File: src/rtl/seq_detect_pkg.sv
//------------------------------------------------------------------------------
// Module   : seq_detect_pkg
// Purpose  : Shared types and constants for the serial sequence detector.
//            Holds the controller state encoding, the default maximum
//            pattern length and the matching pattern-length field width.
// Contents : c_PAT_MAX_DEF  - default maximum pattern length in bits
//            c_LEN_W_DEF    - width of a length/fill field for that default
//            state_t        - IDLE / RUN / DONE controller states
//            len_width()    - length-field width for any pattern size
// Revision : 1.0 - initial release
//------------------------------------------------------------------------------
`default_nettype none

package seq_detect_pkg;

  localparam int c_PAT_MAX_DEF = 8;

  // A length field must hold the value PAT_MAX itself, hence the +1.
  localparam int c_LEN_W_DEF = $clog2(c_PAT_MAX_DEF) + 1;

  typedef enum logic [1:0] {
    ST_IDLE = 2'd0,
    ST_RUN  = 2'd1,
    ST_DONE = 2'd2
  } state_t;

  function automatic int len_width(input int pat_max);
    return $clog2(pat_max) + 1;
  endfunction

endpackage : seq_detect_pkg

`default_nettype wire

File: src/rtl/seq_match_core.sv
//------------------------------------------------------------------------------
// Module   : seq_match_core
// Purpose  : Serial history shift register, saturating fill counter and
//            length-masked pattern compare for the sequence detector.
// Ports    : clk, rst     - clock, synchronous active-high reset
//            i_clear      - clear history and fill (start of a run)
//            i_shift      - accept i_bit this cycle
//            i_bit        - serial data bit
//            i_pattern    - stored pattern, bit 0 = most recent bit
//            i_len        - stored pattern length (1..PAT_MAX)
//            i_overlap    - 1 keeps fill on a match, 0 clears it
//            o_hit        - combinational: the bit being shifted completes
//                           a match
// Revision : 1.0 - initial release
//------------------------------------------------------------------------------
`default_nettype none

module seq_match_core
  import seq_detect_pkg::*;
#(
  parameter int PAT_MAX = c_PAT_MAX_DEF,
  parameter int LEN_W   = len_width(PAT_MAX)
) (
  input  logic               clk,
  input  logic               rst,
  input  logic               i_clear,
  input  logic               i_shift,
  input  logic               i_bit,
  input  logic [PAT_MAX-1:0] i_pattern,
  input  logic [LEN_W-1:0]   i_len,
  input  logic               i_overlap,
  output logic               o_hit
);

  localparam logic [LEN_W-1:0] c_FILL_MAX = LEN_W'(PAT_MAX);

  logic [PAT_MAX-1:0] r_hist;
  logic [PAT_MAX-1:0] w_hist_nxt;
  logic [PAT_MAX-1:0] w_mask;
  logic [LEN_W-1:0]   r_fill;
  logic [LEN_W-1:0]   w_fill_nxt;

  // New bit enters at bit 0; the oldest bit falls off the top.
  generate
    if (PAT_MAX > 1) begin : g_hist_wide
      assign w_hist_nxt = {r_hist[PAT_MAX-2:0], i_bit};
    end else begin : g_hist_one
      assign w_hist_nxt = i_bit;
    end
  endgenerate

  // Only the low i_len bits take part in the compare.
  always_comb begin
    w_mask = '0;
    for (int i = 0; i < PAT_MAX; i++) begin
      w_mask[i] = (LEN_W'(i) < i_len);
    end
  end

  assign w_fill_nxt = (r_fill == c_FILL_MAX) ? r_fill : r_fill + LEN_W'(1);

  // Evaluated against the post-shift history and fill so that the bit
  // being sampled this cycle counts toward the match.
  assign o_hit = i_shift &&
                 (w_fill_nxt >= i_len) &&
                 ((w_hist_nxt & w_mask) == (i_pattern & w_mask));

  always_ff @(posedge clk) begin
    if (rst || i_clear) begin
      r_hist <= '0;
      r_fill <= '0;
    end else if (i_shift) begin
      r_hist <= w_hist_nxt;
      // Non-overlapping mode: the next match needs a full set of fresh bits.
      if (o_hit && !i_overlap) begin
        r_fill <= '0;
      end else begin
        r_fill <= w_fill_nxt;
      end
    end
  end

endmodule : seq_match_core

`default_nettype wire

File: src/rtl/seq_detect_ctrl.sv
//------------------------------------------------------------------------------
// Module   : seq_detect_ctrl
// Purpose  : Configurable serial sequence detector with match counting.
//            A valid/ready config port loads pattern, length, overlap mode
//            and match target in IDLE; start runs detection until the
//            target number of matches is seen, then the block parks in DONE.
// Ports    : clk, rst      - clock, synchronous active-high reset
//            cfg_valid     - config offer       cfg_ready  - high in IDLE
//            cfg_pattern   - pattern bits (bit 0 = most recent bit)
//            cfg_len       - pattern length, legal 1..PAT_MAX
//            cfg_overlap   - 1 = overlapping matches allowed
//            cfg_target    - match count for completion, legal >= 1
//            start, abort  - run request / return to IDLE
//            bit_valid, bit_in - serial data stream
//            match         - one-cycle pulse per detected match
//            match_count   - matches since start
//            busy, done    - in RUN / in DONE
//            err_cfg       - one-cycle pulse on a rejected config
// Revision : 1.0 - initial release
//------------------------------------------------------------------------------
`default_nettype none

module seq_detect_ctrl
  import seq_detect_pkg::*;
#(
  parameter int PAT_MAX = c_PAT_MAX_DEF,
  parameter int CNT_W   = 8
) (
  input  logic                   clk,
  input  logic                   rst,
  input  logic                   cfg_valid,
  output logic                   cfg_ready,
  input  logic [PAT_MAX-1:0]     cfg_pattern,
  input  logic [$clog2(PAT_MAX):0] cfg_len,
  input  logic                   cfg_overlap,
  input  logic [CNT_W-1:0]       cfg_target,
  input  logic                   start,
  input  logic                   abort,
  input  logic                   bit_valid,
  input  logic                   bit_in,
  output logic                   match,
  output logic [CNT_W-1:0]       match_count,
  output logic                   busy,
  output logic                   done,
  output logic                   err_cfg
);

  localparam int c_LEN_W = $clog2(PAT_MAX) + 1;
  localparam logic [c_LEN_W-1:0] c_LEN_MAX = c_LEN_W'(PAT_MAX);

  state_t               r_state;
  logic                 r_cfg_loaded;
  logic [PAT_MAX-1:0]   r_pattern;
  logic [c_LEN_W-1:0]   r_len;
  logic                 r_overlap;
  logic [CNT_W-1:0]     r_target;
  logic [CNT_W-1:0]     r_count;
  logic                 r_match;
  logic                 r_err_cfg;

  logic                 w_cfg_xfer;
  logic                 w_cfg_legal;
  logic                 w_restart;
  logic                 w_shift;
  logic                 w_hit;
  logic [CNT_W-1:0]     w_count_inc;

  assign w_cfg_xfer  = cfg_valid && (r_state == ST_IDLE);
  assign w_cfg_legal = (cfg_len != '0) && (cfg_len <= c_LEN_MAX) &&
                       (cfg_target != '0);

  // A start that actually enters RUN; a config transfer in the same cycle
  // takes precedence, and abort overrides everything.
  assign w_restart = !abort && start &&
                     (((r_state == ST_IDLE) && !cfg_valid && r_cfg_loaded) ||
                      (r_state == ST_DONE));

  // Abort also blocks the shift so an aborted bit leaves no trace.
  assign w_shift = (r_state == ST_RUN) && bit_valid && !abort;

  assign w_count_inc = r_count + CNT_W'(1);

  seq_match_core #(
    .PAT_MAX (PAT_MAX),
    .LEN_W   (c_LEN_W)
  ) u_core (
    .clk       (clk),
    .rst       (rst),
    .i_clear   (w_restart),
    .i_shift   (w_shift),
    .i_bit     (bit_in),
    .i_pattern (r_pattern),
    .i_len     (r_len),
    .i_overlap (r_overlap),
    .o_hit     (w_hit)
  );

  always_ff @(posedge clk) begin
    if (rst) begin
      r_state      <= ST_IDLE;
      r_cfg_loaded <= 1'b0;
      r_pattern    <= '0;
      r_len        <= '0;
      r_overlap    <= 1'b0;
      r_target     <= '0;
      r_count      <= '0;
      r_match      <= 1'b0;
      r_err_cfg    <= 1'b0;
    end else begin
      // Pulses default low and are raised only by their event below.
      r_match   <= 1'b0;
      r_err_cfg <= 1'b0;

      if (abort) begin
        // Stored config and match_count survive an abort.
        r_state <= ST_IDLE;
      end else begin
        case (r_state)
          ST_IDLE: begin
            if (w_cfg_xfer) begin
              if (w_cfg_legal) begin
                r_pattern    <= cfg_pattern;
                r_len        <= cfg_len;
                r_overlap    <= cfg_overlap;
                r_target     <= cfg_target;
                r_cfg_loaded <= 1'b1;
              end else begin
                r_err_cfg <= 1'b1;
              end
            end else if (w_restart) begin
              r_state <= ST_RUN;
              r_count <= '0;
            end
          end

          ST_RUN: begin
            if (w_hit) begin
              r_match <= 1'b1;
              r_count <= w_count_inc;
              if (w_count_inc == r_target) begin
                r_state <= ST_DONE;
              end
            end
          end

          ST_DONE: begin
            if (w_restart) begin
              r_state <= ST_RUN;
              r_count <= '0;
            end
          end

          default: begin
            r_state <= ST_IDLE;
          end
        endcase
      end
    end
  end

  assign cfg_ready   = (r_state == ST_IDLE);
  assign busy        = (r_state == ST_RUN);
  assign done        = (r_state == ST_DONE);
  assign match       = r_match;
  assign match_count = r_count;
  assign err_cfg     = r_err_cfg;

endmodule : seq_detect_ctrl

`default_nettype wire
File: config.mk
export PLATFORM = sky130hd
export DESIGN_NAME = seq_detect_ctrl
export DESIGN_NICKNAME = d
export VERILOG_FILES = /design/src/rtl/seq_detect_pkg.sv /design/src/rtl/seq_match_core.sv /design/src/rtl/seq_detect_ctrl.sv
export SDC_FILE = /design/constraint.sdc
export NUM_CORES = 1
export LEC_CHECK = 0
export BUFFER_PORTS_ARGS = -buffer_cell sky130_fd_sc_hd__buf_2
export CAP_MARGIN = 20
export CELL_PAD_IN_SITES_DETAIL_PLACEMENT = 1
export CELL_PAD_IN_SITES_GLOBAL_PLACEMENT = 1
export CORE_MARGIN = 2
export CORE_UTILIZATION = 26
export DETAILED_ROUTE_END_ITERATION = 6
export GPL_ROUTABILITY_DRIVEN = 1
export GPL_TIMING_DRIVEN = 0
export PLACE_DENSITY = 0.57
export SLEW_MARGIN = 15
export SYNTH_ARGS = -nofsm -noshare
export SYNTH_HDL_FRONTEND = slang
export SYNTH_SLANG_ARGS = --single-unit
File: constraint.sdc
create_clock -name clk -period 5.64 [get_ports clk]
set_input_delay 1.128 -clock clk [delete_from_list [all_inputs] [get_ports clk]]
set_output_delay 1.128 -clock clk [all_outputs]
set_load 0.1 [all_outputs]
# Word-level counts from Yosys, hierarchy flattened
# Index checks and enable logic that the tools add are counted.
word_totals:
  regBits: 45
  input_bits: 28
  output_inout_bits: 13
op_classes:
  add_sub_neg: 2
  n_lt_le_gt_ge: 10
  n_eq_ne: 8
  muxes: 13
  bitwise: 6
  n_reduce_logical: 27
op_table:
  columns: ["cell", "n"]
  rows:
  - ["$mux 8", 3]
  - ["$pmux 8 s3", 1]
  - ["$and 8x8->8", 2]
  - ["$eq 8x8->1", 2]
  - ["$lt 3x4->1 const A", 4]
  - ["$logic_and 1x1->1", 12]
  - ["$add 8x1->8 const B", 1]
  - ["$lt 1x4->1 const A", 2]
  - ["$lt 2x4->1 const A", 2]
  - ["$mux 2", 4]
  - ["$mux 4", 2]
  - ["$reduce_and 4->1", 2]
  - ["$reduce_bool 8->1", 1]
  - ["$pmux 2 s3", 1]
  - ["$add 4x1->4 const B", 1]
  - ["$eq 4x4->1 const B", 1]
  - ["$ge 4x4->1", 1]
  - ["$le 4x4->1 const B", 1]
  - ["$ne 2x1->1 const B", 2]
  - ["$not 1->1", 4]
  - ["$reduce_bool 4->1", 1]
  - ["$reduce_or 4->1", 1]
  - ["$logic_not 1->1", 3]
  - ["$reduce_and 3->1", 1]
  - ["9 further kinds", 11]

# Depth between registers and ports, before layout
# Gate-level depths: netlist of the first run.
depth:
  ltp_word: 8
  mapped_depth: 13

# Hierarchy
# A second synthesis of the first run with hierarchy kept.
unflattened:
  hier_cells: 263
  area_unflattened_um2: 2388.5
by_module_without_submodules:
  columns: ["mod", "instances", "cells_each", "area_each_um2", "seq_area_each_um2"]
  rows:
  - ["seq_detect_ctrl", 1, 176, 1602.8, 680.7]
  - ["seq_match_core", 1, 87, 785.8, 220.2]

# Least setup slack after synthesis of the first run
# OpenSTA, ideal clock, no wires.
synth_path:
  path_kind: "register -> register"
  startpoint: "reg r_state[1]"
  endpoint: "reg r_len[0]"
  setup_time_ns: 0.128
  t_arrival_ns: 2.932
  t_required_ns: 5.512
  slack_ns: 2.581
  stages_incl_launch_ff: 7
  n_path_buf: 1
  synth_period_minus_slack_ns: 3.059
  cell_sequence: "dfxtp_1 > nor2_1 > nand2_1 > nor3_1 > clkbuf_1 > mux2i_1 > nor2_1"
synth_via:
  elab_chain_cells: 3
synth_lines:
  columns: ["item", "line", "rtl"]
  rows:
  - ["from (decl)", "seq_detect_ctrl.sv:51", "state_t r_state;"]
  - ["from (signal assigned)", "seq_detect_ctrl.sv:100", "r_state <= ST_IDLE;"]
  - ["from (signal assigned)", "seq_detect_ctrl.sv:116", "r_state <= ST_IDLE;"]
  - ["from (signal assigned)", "seq_detect_ctrl.sv:131", "r_state <= ST_RUN;"]
  - ["$logic_not 2->1 *", null, null]
  - ["via cfg_ready", "seq_detect_ctrl.sv:32", "output logic cfg_ready,"]
  - ["$logic_and 1x1->1", "seq_detect_ctrl.sv:68", "assign w_cfg_xfer = cfg_valid && (r_state == ST_IDLE);"]
  - ["$reduce_and 4->1 (no source line) *", null, null]
  - ["to (signal assigned)", "seq_detect_ctrl.sv:123", "r_len <= cfg_len;"]
  - ["to (decl)", "seq_detect_ctrl.sv:54", "logic [c_LEN_W-1:0] r_len;"]
# The timed path passes the listed nets; every way through them passes the cells marked *.
# A chain may end at the register's enable or synchronous reset.

# Worst setup path in the final report of the first run
layout_path:
  startpoint: "in cfg_len[0]"
  endpoint: "reg r_target[6]"
layout_via:
  elab_chain_cells: 4
  word_cells_on_any_way: 5
  cone_classes: "order compare (1); reduce/logical (4)"
layout_lines:
  columns: ["item", "line", "rtl"]
  rows:
  - ["from (decl)", "seq_detect_ctrl.sv:34", "input logic [$clog2(PAT_MAX):0] cfg_len,"]
  - ["$le 4x4->1 or $reduce_bool 4->1 (tied branches)", "seq_detect_ctrl.sv:69", "assign w_cfg_legal = (cfg_len != '0) && (cfg_len <= c_LEN_MAX) &&"]
  - ["$logic_and 1x1->1 * (2 in series)", "seq_detect_ctrl.sv:69", null]
  - ["$reduce_and 4->1 (no source line) *", null, null]
  - ["to (signal assigned)", "seq_detect_ctrl.sv:125", "r_target <= cfg_target;"]
  - ["to (decl)", "seq_detect_ctrl.sv:56", "logic [CNT_W-1:0] r_target;"]
# Mark *: on every way between the ends. The rest lies on a longest branch, timed or not.

==> impl.org, run 1 <==
** Synthesis
- The complex-gate fraction of the synthesized area came to 0.1538.
- Area share of the leading cell type in the synthesized netlist :: 0.3846
- The portion of synthesized area spent on multiplexers is 0.1047.
- Of all flip-flops after synthesis, the portion carrying an async set or reset was 0.
- Number of flops mapped to enable cells by yosys :: 0
- The cell count after synthesis came out at ~270.
- Largest family of logic cells by synthesized area :: simple AND/OR/NAND/NOR gates
- Simple-gate share of the synthesized area :: 0.2147
- Most used flip-flop cell after synthesis :: dfxtp_1
- Combined area of all synthesized cells :: 2342 µm²
- Synthesis produced a netlist with a net count of about 300.
- Yosys top cell by area :: dfxtp_1
- Synthesis inferred 45 register bits.
- The share of the Yosys chip area taken by registers is 0.3846.
- The synthesized netlist contains 47 unique library cells.
- A synthesized cell averages roughly 8.7 µm².
- Xor and xnor fraction of the mapped netlist area :: 0.06731
- Of the total synthesized cell area, the portion taken by full adders, half adders and majority gates is 0.03739.
- During synthesis, Yosys emitted a total of 0 warnings.
- Yosys attributes the largest share of cell area to dfxtp_1 38%, mux2i_1 9.8%, nor2_1 6.3%, nand2_1 4.0%, ha_1 3.7%.

** Worst setup path
- FF-to-FF setup slack :: 2820 ps
- STA classifies the critical path startpoint as a primary input.
- Along the worst path, the maximum fanout reaches 10.
- Family of cells with the greatest summed delay on the critical path :: simple AND/OR/NAND/NOR gates
- Together, buffers and inverters on the worst path number 2.
- On the worst path, the slowest cell contributes a delay of 680 ps.
- Critical Path Sink Type :: flop
- Data required time of the worst path :: between 5000 and 6000 ps
- Category of the critical setup timing path :: in2reg
- For the worst flop-to-flop path, the logic depth is 13.
- CP Depth :: 8
- For the worst setup path, the data arrival time is roughly 3400 ps.
- Critical-path top delay cell :: clkbuf_1
- The signal on the critical path passes through buf_2 -> nor3_1 -> xnor2_1 -> nand2_1 -> nor3_1 -> clkbuf_1 -> mux2i_1 -> nor2_1.
- In this design, the critical path's most frequently occurring cell is nor3_1.

** Timing
- Of the available clock period, the critical path in the final layout requires 0.5633.
- Crit path time final :: about 3200 ps
- Final total negative setup slack :: 0 ps
- Maximum frequency from static timing analysis :: about 310 MHz
- Setup repair after global routing left no endpoint under its margin.
- The worst path meets setup with approximately 2500 ps of slack.
- Total count of hold-check failures in the final report :: 0
- The clock arrives with 13.12 ps of skew.
- Finish-stage setup viols :: 0
- Worst slew slack as a fraction of its limit :: 0.4588
- Slew at the pin closest to its max-slew limit :: around 800 ps
- Slew Viols, Final :: 0

** Floorplanning
- The die covers slightly below 10000 µm².
- Vertical die dimension :: between 90 and 100 µm
- Die X-Extent :: ~99 µm
- Num rows :: 34
- Boundary Pins :: between 40 and 50
- The total area inside the core boundary comes to 8721 µm².
- For this configuration, the core starts out at a cell density of 0.2686.

** Layout
- The repair_antennas step left the layout with diodes totalling 0.
- Highest-count cells in the layout ignoring fill and taps :: 45 x dfxtp_1, 40 x buf_2, 39 x nor2_1, 25 x nand2_1, 23 x mux2i_1
- Most common library cell in the layout ignoring fill and taps :: dfxtp_1
- The count of cells in the finished layout, fillers not included, comes to between 400 and 500.
- At the end of the flow, the number of nets in the layout was 350.
- Relative to the synthesized area, the layout overhead comes to 18.22%.
- Layout cells sized above 1 :: 0.1835

** Place
- Buffers placed on the I/O ports in this run total 39.
- At the end of routability-driven placement, the weighted congestion stood at ~0.78.
- Number of placed instances, taps included :: between 400 and 500
- Before CTS, the worst setup slack after placement is between 2000 and 2500 ps.
- Sum of net half-perimeters after detailed placement :: 4.994 mm

** Worst hold path
- The tightest min-delay check is of the reg2reg type.
- Worst hold path stage count :: 2

** Clock tree
- Clock latency reported for the late side of the worst-skew pair :: about 300 ps
- No sink is reached through more buffers than the 2 on the longest clock path.
- Number of cells upsized or downsized after cts :: 0
- TritonCTS built the clock tree.
- After clock tree synthesis, the clock-pin slew on the worst setup and hold paths is approximately 100 ps.
- Postcts setup bufs :: 0
- The cell sitting at the root of the clock tree is a clkbuf_8.
- Sinks on the clock net :: 45
- The H-tree was split into 2 levels.
- Total clock buffers created by CTS :: 5
- Hold buffer count at CTS :: 0

** Power and ir drop
- Power per Cell Area :: ~220 nW/µm²
- Summed over all cells, the static leakage comes to roughly 1.1 nW.
- VDD sags by at most between 100 and 150 µV.

** Flow run
- Max cap viols :: 0

** Detailed routing
- Routed Antenna Nets :: 0
- Number of optimization iterations in the first detailed-route pass :: 4
- Summing over every cut layer, the via total after detailed routing is ~2.0k.
- Summed over all layers, the routed wires come to about 6.4 mm.
- In the routed design, unresolved DRC markers number 0.
- Wire length per cell :: between 15 and 20 µm
- Via-per-instance ratio :: 4.807
- For this block, the initial DRC count from the detailed router was 74.

** Global route
- In the global route stage, overall resource usage came out at 0.1343.
- The initial antenna violation count came to 0.
- First-pass GRT wire length :: between 10 and 15 mm
- Maximum number of pins on one net before global-route repair :: 15
- The number of global-route vias before repair is slightly above 2k.
- Sum of overflow across all layers after global routing :: 0

** Run status
- The run finished with clean final reports.
[cells by family after synthesis]
logic type	count (synthesis)
adders and majority gates	7
buffers and inverters	21
AOI/OAI and AO/OA	49
muxes	24
and+or+nand+nor	105
xor gates and xnor gates	18
DFF	45
[metrics by stage]
step / area, µm² / hold WS, ps / utilization / total power [mW]
floorplan: 2342 / 432.3 / - / 0.3724
global route: 2769 / 512.3 / 0.3175 / 0.6330
finish: 2769 / 480.8 / 0.3175 / 0.6078
CTS: 2769 / 484.1 / 0.3175 / 0.6183
detailed placement: 2673 / 469.8 / 0.3065 / 0.3962
global placement: 2673 / 456.8 / 0.3065 / 0.3952
[tightest hold or removal path, delay by kind of cell, from the launching register on]
kind	cells	cell delay, ps
compound gates	1	50
flops	1	330
simple gates	1	60
[worst paths after layout]
| kind | end | start |
|---|---|---|
| setup / recovery | r_target[6]$_SDFFE_PP0P_ | cfg_len[0] |
| hold / removal | u_core.r_hist[6]$_SDFFE_PP0P_ | u_core.r_hist[6]$_SDFFE_PP0P_ |
| setup reg to reg | match_count[0]$_SDFFE_PP0P_ | u_core.r_fill[0]$_SDFFE_PP0P_ |
| hold reg to reg | u_core.r_hist[6]$_SDFFE_PP0P_ | u_core.r_hist[6]$_SDFFE_PP0P_ |
[registers in the layout, summed over array words and instances, names as in the netlist]
signal         count
r_target           8
r_pattern          8
u_core.r_hist      7
r_cfg_loaded       1
r_state            2
r_overlap          1
match_count        8
match              1
r_len              4
u_core.r_fill      4
err_cfg            1
[cell type report]
type | count | area [µm²]
inverters | 11 | 41.29
clock inverters | 2 | 13.76
plain buffers | 10 | 46.29
multi-input cells | 203 | 1354
repair buffers | 39 | 195.2
flip-flops and latches | 45 | 900.9
well taps | 108 | 135.1
clock buffers | 6 | 82.58
fillers | 1030 | 5952
[power by group]
group          switching, mW  internal [mW]  total, mW  leakage (nW)
clock                  0.120         0.0997      0.220        0.0512
combinational         0.0326         0.0250     0.0576         0.688
sequential           0.00628          0.324      0.330         0.364
[cells in the mapped netlist, types with 2 or more instances]
| master | n |
|---|---|
| nor3_1 | 9 |
| a2111oi_0 | 2 |
| ha_1 | 7 |
| xnor2_1 | 9 |
| dfxtp_1 | 45 |
| inv_1 | 11 |
| o31ai_1 | 2 |
| a21oi_1 | 9 |
| nand3_1 | 12 |
| nand2b_1 | 3 |
| nor2b_1 | 5 |
| nor2_1 | 39 |
| xor2_1 | 9 |
| o21a_1 | 2 |
| clkbuf_1 | 8 |
| and2_1 | 4 |
| nand2_1 | 25 |
| a31o_2 | 2 |
| o21ai_0 | 15 |
| mux2i_1 | 23 |
| nor4_1 | 2 |
[per-layer routing]
layer | wire length (µm) | track usage
met3 | 241 | 0.02128
met4 | 59 | 0.03477
met2 | 2905 | 0.2152
met1 | 3221 | 0.1884
met5 | 0 | 0
No activity file was read; power rests on OpenSTA's default activity.
==> inputs of run 2 (changes only) <==
--- a/config.mk
+++ b/config.mk
@@ -14,7 +14,7 @@
 export DETAILED_ROUTE_END_ITERATION = 6
 export GPL_ROUTABILITY_DRIVEN = 1
 export GPL_TIMING_DRIVEN = 0
-export PLACE_DENSITY = 0.57
+export PLACE_DENSITY = 0.59
 export SLEW_MARGIN = 15
 export SYNTH_ARGS = -nofsm -noshare
 export SYNTH_HDL_FRONTEND = slang
==> constraint.sdc (replaced) <==
create_clock -name clk -period 2.65 [get_ports clk]
set_input_delay 0.53 -clock clk [delete_from_list [all_inputs] [get_ports clk]]
set_output_delay 0.53 -clock clk [all_outputs]
set_load 0.1 [all_outputs]
==> run 2 against run 1 <==
Worst setup slack got worse by 2400 ps. Register-to-register slack lost 2700 ps. Cell area increased by 7.6%. Core utilization is 2.4 points higher. Critical endpoint is now match_count[7]$_SDFFE_PP0P_. Hold slack worse by 24 ps. Routed wire length rose by 4.4%. Die area unchanged. Sequential share of layout area fell by 2.0 points. Critical path type is now reg2reg. Via count increased by 3.5%. Non-clock buffer count up 9.
==> impl.org, run 2 (synthesis gave the netlist of run 1 again) <==
** Run status
- Result of the run :: completed

** Global route
- Vias in the first global route :: 2009 (-2.0%)
- Overall fraction of global-route tracks in use :: 0.1342 (about the same)
- First-pass GRT wire length :: 10.43 mm (about the same)
- The remaining global-route overflow was 0 (unchanged).
- Maximum number of pins on one net before global-route repair :: 15 (unchanged)
- The initial antenna violation count is 0 (unchanged).

** Clock tree
- TritonCTS built the clock tree.
- Total clock buffers created by CTS :: 5 (unchanged)
- Clock latency reported for the late side of the worst-skew pair :: 300 ps (about the same)
- The buffer depth of the longest clock path was 2 (unchanged).
- The number of sinks on the clock net came to 45 (unchanged).
- The maximum level of the CTS H-tree came to 2 (unchanged).
- Clock root buffer :: clkbuf_8
- CTS clock-pin slew for the worst setup and hold paths :: 90 ps (about the same)

** Floorplanning
- The number of cell rows came to 34 (unchanged).
- The floorplan die height is 98.92 µm (unchanged).
- The effective utilization at floorplan came to 0.2686 (unchanged).
- The width of the die was 98.92 µm (unchanged).
- The number of placed I/O pins came to 41 (unchanged).
- Floorplan die area :: 9784 µm² (unchanged)
- Area of the core region :: 8721 µm² (unchanged)

** Detailed routing
- The number of vias per cell came to 4.871 (+1.3%).
- Wire length per cell :: 15.50 µm (+2.2%)
- The count of vias placed by the detailed router was 2109 (+3.5%).
- DRC marker count from the first detailed-route iteration :: 68 (-8.1%)
- Total Wirelength :: 6.711 mm (+4.4%)
- DRC violations left :: 0 (unchanged)
- Routed Antenna Nets :: 0 (unchanged)
- The detailed-routing iteration count for the pre-antenna-repair pass is 4 (unchanged).

** Layout
- Combined area of the multi-input logic cells :: 1449 µm² (+7.0%)
- Area growth, synth to finish :: 27.24%
- The final non-filler cell area was 2980 µm² (+7.6%).
- Layout cells sized above 1 :: 0.2738 (+0.09030)
- Antenna fix cells :: 0 (unchanged)
- The filler cell count in the final layout was 1041 (+1.1%).
- Sequential cell area :: 910.9 µm² (+1.1%)
- The layout net count is 359 (+2.6%).
- The library cells used most frequently in the layout, excluding fill and tap cells, are 40 x buf_2, 39 x dfxtp_1, 34 x nor2_1, 24 x nand2_1, 23 x mux2i_1.
- The core occupancy in the finished layout was 0.3418 (+0.02425).
- Most common library cell in the layout ignoring fill and taps :: buf_2

** Power and ir drop
- Static leakage :: 1.182 nW (+7.1%)
- Power after layout :: 1.366 mW (+120%)
- The maximum resistive drop on vdd came to 180.5 µV (+80%).
- Power per Cell Area :: 458.2 nW/µm² (+110%)

** Worst setup path
- By instance count, the cell type seen most on the critical path is buf_6.
- In this run the critical register-to-register path is launched from u_core.r_fill[0]$_SDFFE_PP0P_.
- Startpoint Class :: flop
- Category of the critical setup timing path :: reg2reg
- The number of buffer and inverter instances along the worst setup path came to 3 (+1).
- The cell count of the worst reg-to-reg path was 13 (unchanged).
- The data required time of the critical path came to 2840 ps (-2980 ps).
- The maximum cell stage delay along the critical path is 370 ps (-310 ps).
- CP Depth :: 13 (+5)
- The arrival time of the worst setup path is 2730 ps (-620 ps).
- Traced cell by cell, the critical path runs through buf_4 -> ha_2 -> xnor2_1 -> nor2_2 -> ha_1 -> o21ai_2 -> a21oi_2 -> o2111ai_4 -> a211o_1 -> buf_6 -> buf_6 -> o211ai_1 -> o41ai_2.
- Critical-path top delay cell :: dfxtp_4
- FF-to-FF setup slack :: 100 ps (-2720 ps)
- Following the worst setup path forward leads to its endpoint at match_count[7]$_SDFFE_PP0P_.
- First element of the critical path :: u_core.r_fill[0]$_SDFFE_PP0P_
- Family of cells with the greatest summed delay on the critical path :: compound AO/OA/AOI/OAI gates
- Critical Path Sink Type :: flop
- The endpoint identified for the worst register-to-register timing path is match_count[7]$_SDFFE_PP0P_.
- The highest net fanout along the worst path is 5 (-5).

** Timing
- Finish-stage setup viols :: 0 (unchanged)
- Share of the cycle needed by the critical path after routing :: 0.9606
- The total count of hold-check failures in the final report was 0 (unchanged).
- The max-slew headroom at the worst pin was 0.3846 (-0.07422).
- The total negative slack for setup checks came to 0 ps (unchanged).
- Slew Viols, Final :: 0 (unchanged)
- Derived from the worst setup path, the maximum achievable clock frequency is ~390 MHz.
- Final setup slack of the worst path :: 104.3 ps (-2359 ps)
- The smallest clock period supported by the final layout is computed as between 2000 and 3000 ps.
- The worst setup skew after layout came to 10.31 ps (-2.817 ps).
- The actual slew at the worst max-slew pin is 899.9 ps (+88.06 ps).

** Worst hold path
- In this run the worst hold path is classified as in2reg.
- The cell count of the worst hold path was 3 (+1).

** Place
- The count of input and output buffers was 39 (unchanged).
- Sum of net half-perimeters after detailed placement :: 4.985 mm (-0.18%)
- The final weighted congestion in routability-driven placement came to 0.8052 (+3.5%).
- Area post-placement :: 2680 µm² (+0.28%)
- Post-place setup slack :: -255.5 ps (-2380 ps)

** Flow run
- Max cap viols :: 0 (unchanged)
==> run 2: cell count changes in the layout (fill, tap and decap cells not counted), moves of 2 or more <==
cell,change
buf_6,+2
ha_1,-2
o21ai_1,+3
dfxtp_2,+5
buf_4,+6
inv_1,-2
nor2_2,+4
dfxtp_1,-6
nor2_1,-5
o21ai_0,-4
==> run 2: worst min-delay path by stage <==
stage / start / to / slack (ps)
global route: cfg_pattern[3] / r_pattern[3]$_SDFFE_PP0P_ / 460
floorplan: r_cfg_loaded$_SDFFE_PP0P_ / r_cfg_loaded$_SDFFE_PP0P_ / 430
CTS: cfg_pattern[0] / r_pattern[0]$_SDFFE_PP0P_ / 450
detailed placement: u_core.r_hist[6]$_SDFFE_PP0P_ / u_core.r_hist[6]$_SDFFE_PP0P_ / 470
global placement: u_core.r_hist[6]$_SDFFE_PP0P_ / u_core.r_hist[6]$_SDFFE_PP0P_ / 460
finish: cfg_pattern[0] / r_pattern[0]$_SDFFE_PP0P_ / 460
==> run 2: routing by layer <==
| layer | share of wire | routed length, µm | global-route usage |
|---|---|---|---|
| met1 | 0.51 | 3409 | 0.1875 |
| met2 | 0.45 | 3003 | 0.2115 |
| met3 | 0.034 | 225 | 0.02482 |
| met4 | 0.011 | 73 | 0.03793 |
| met5 | 0 | 0 | 0 |
==> run 2: tightest hold or removal path, stage by stage <==
cell	delay (ps)
buf_2	70
mux2i_1	50
nor2_1	70
==> run 2: repair_timing <==
action / CTS / global route
endpoints found under the setup margin: 14 / 23
pin swaps: 1 / 13
resized for setup: 6 / 27
hold buffers: 0 / 0
buffers inserted: 0 / 9
==> run 2: power breakdown <==
group | internal (mW) | leakage, nW | switching (mW)
Combinational | 0.0550 | 0.759 | 0.0744
Sequential | 0.688 | 0.368 | 0.0130
Clock | 0.283 | 0.0554 | 0.251
==> run 2: cell type report <==
type                       instances  share of cell area
multi-input combinational        203              0.4861
sequential                        45              0.3056
timing repair buffer              48             0.09488
tap                              108             0.04534
clock buffer                       6             0.02435
buffer                            10             0.01595
inverter                          11             0.01469
clock inverter                     2             0.01301
==> run 2: metrics by stage <==
step | cells | hold slack, ps
floorplan | 269 | 432.3
global placement | 416 | 462.2
detailed placement | 416 | 473.2
CTS | 424 | 450.4
global route | 433 | 462.9
finish | 433 | 456.6
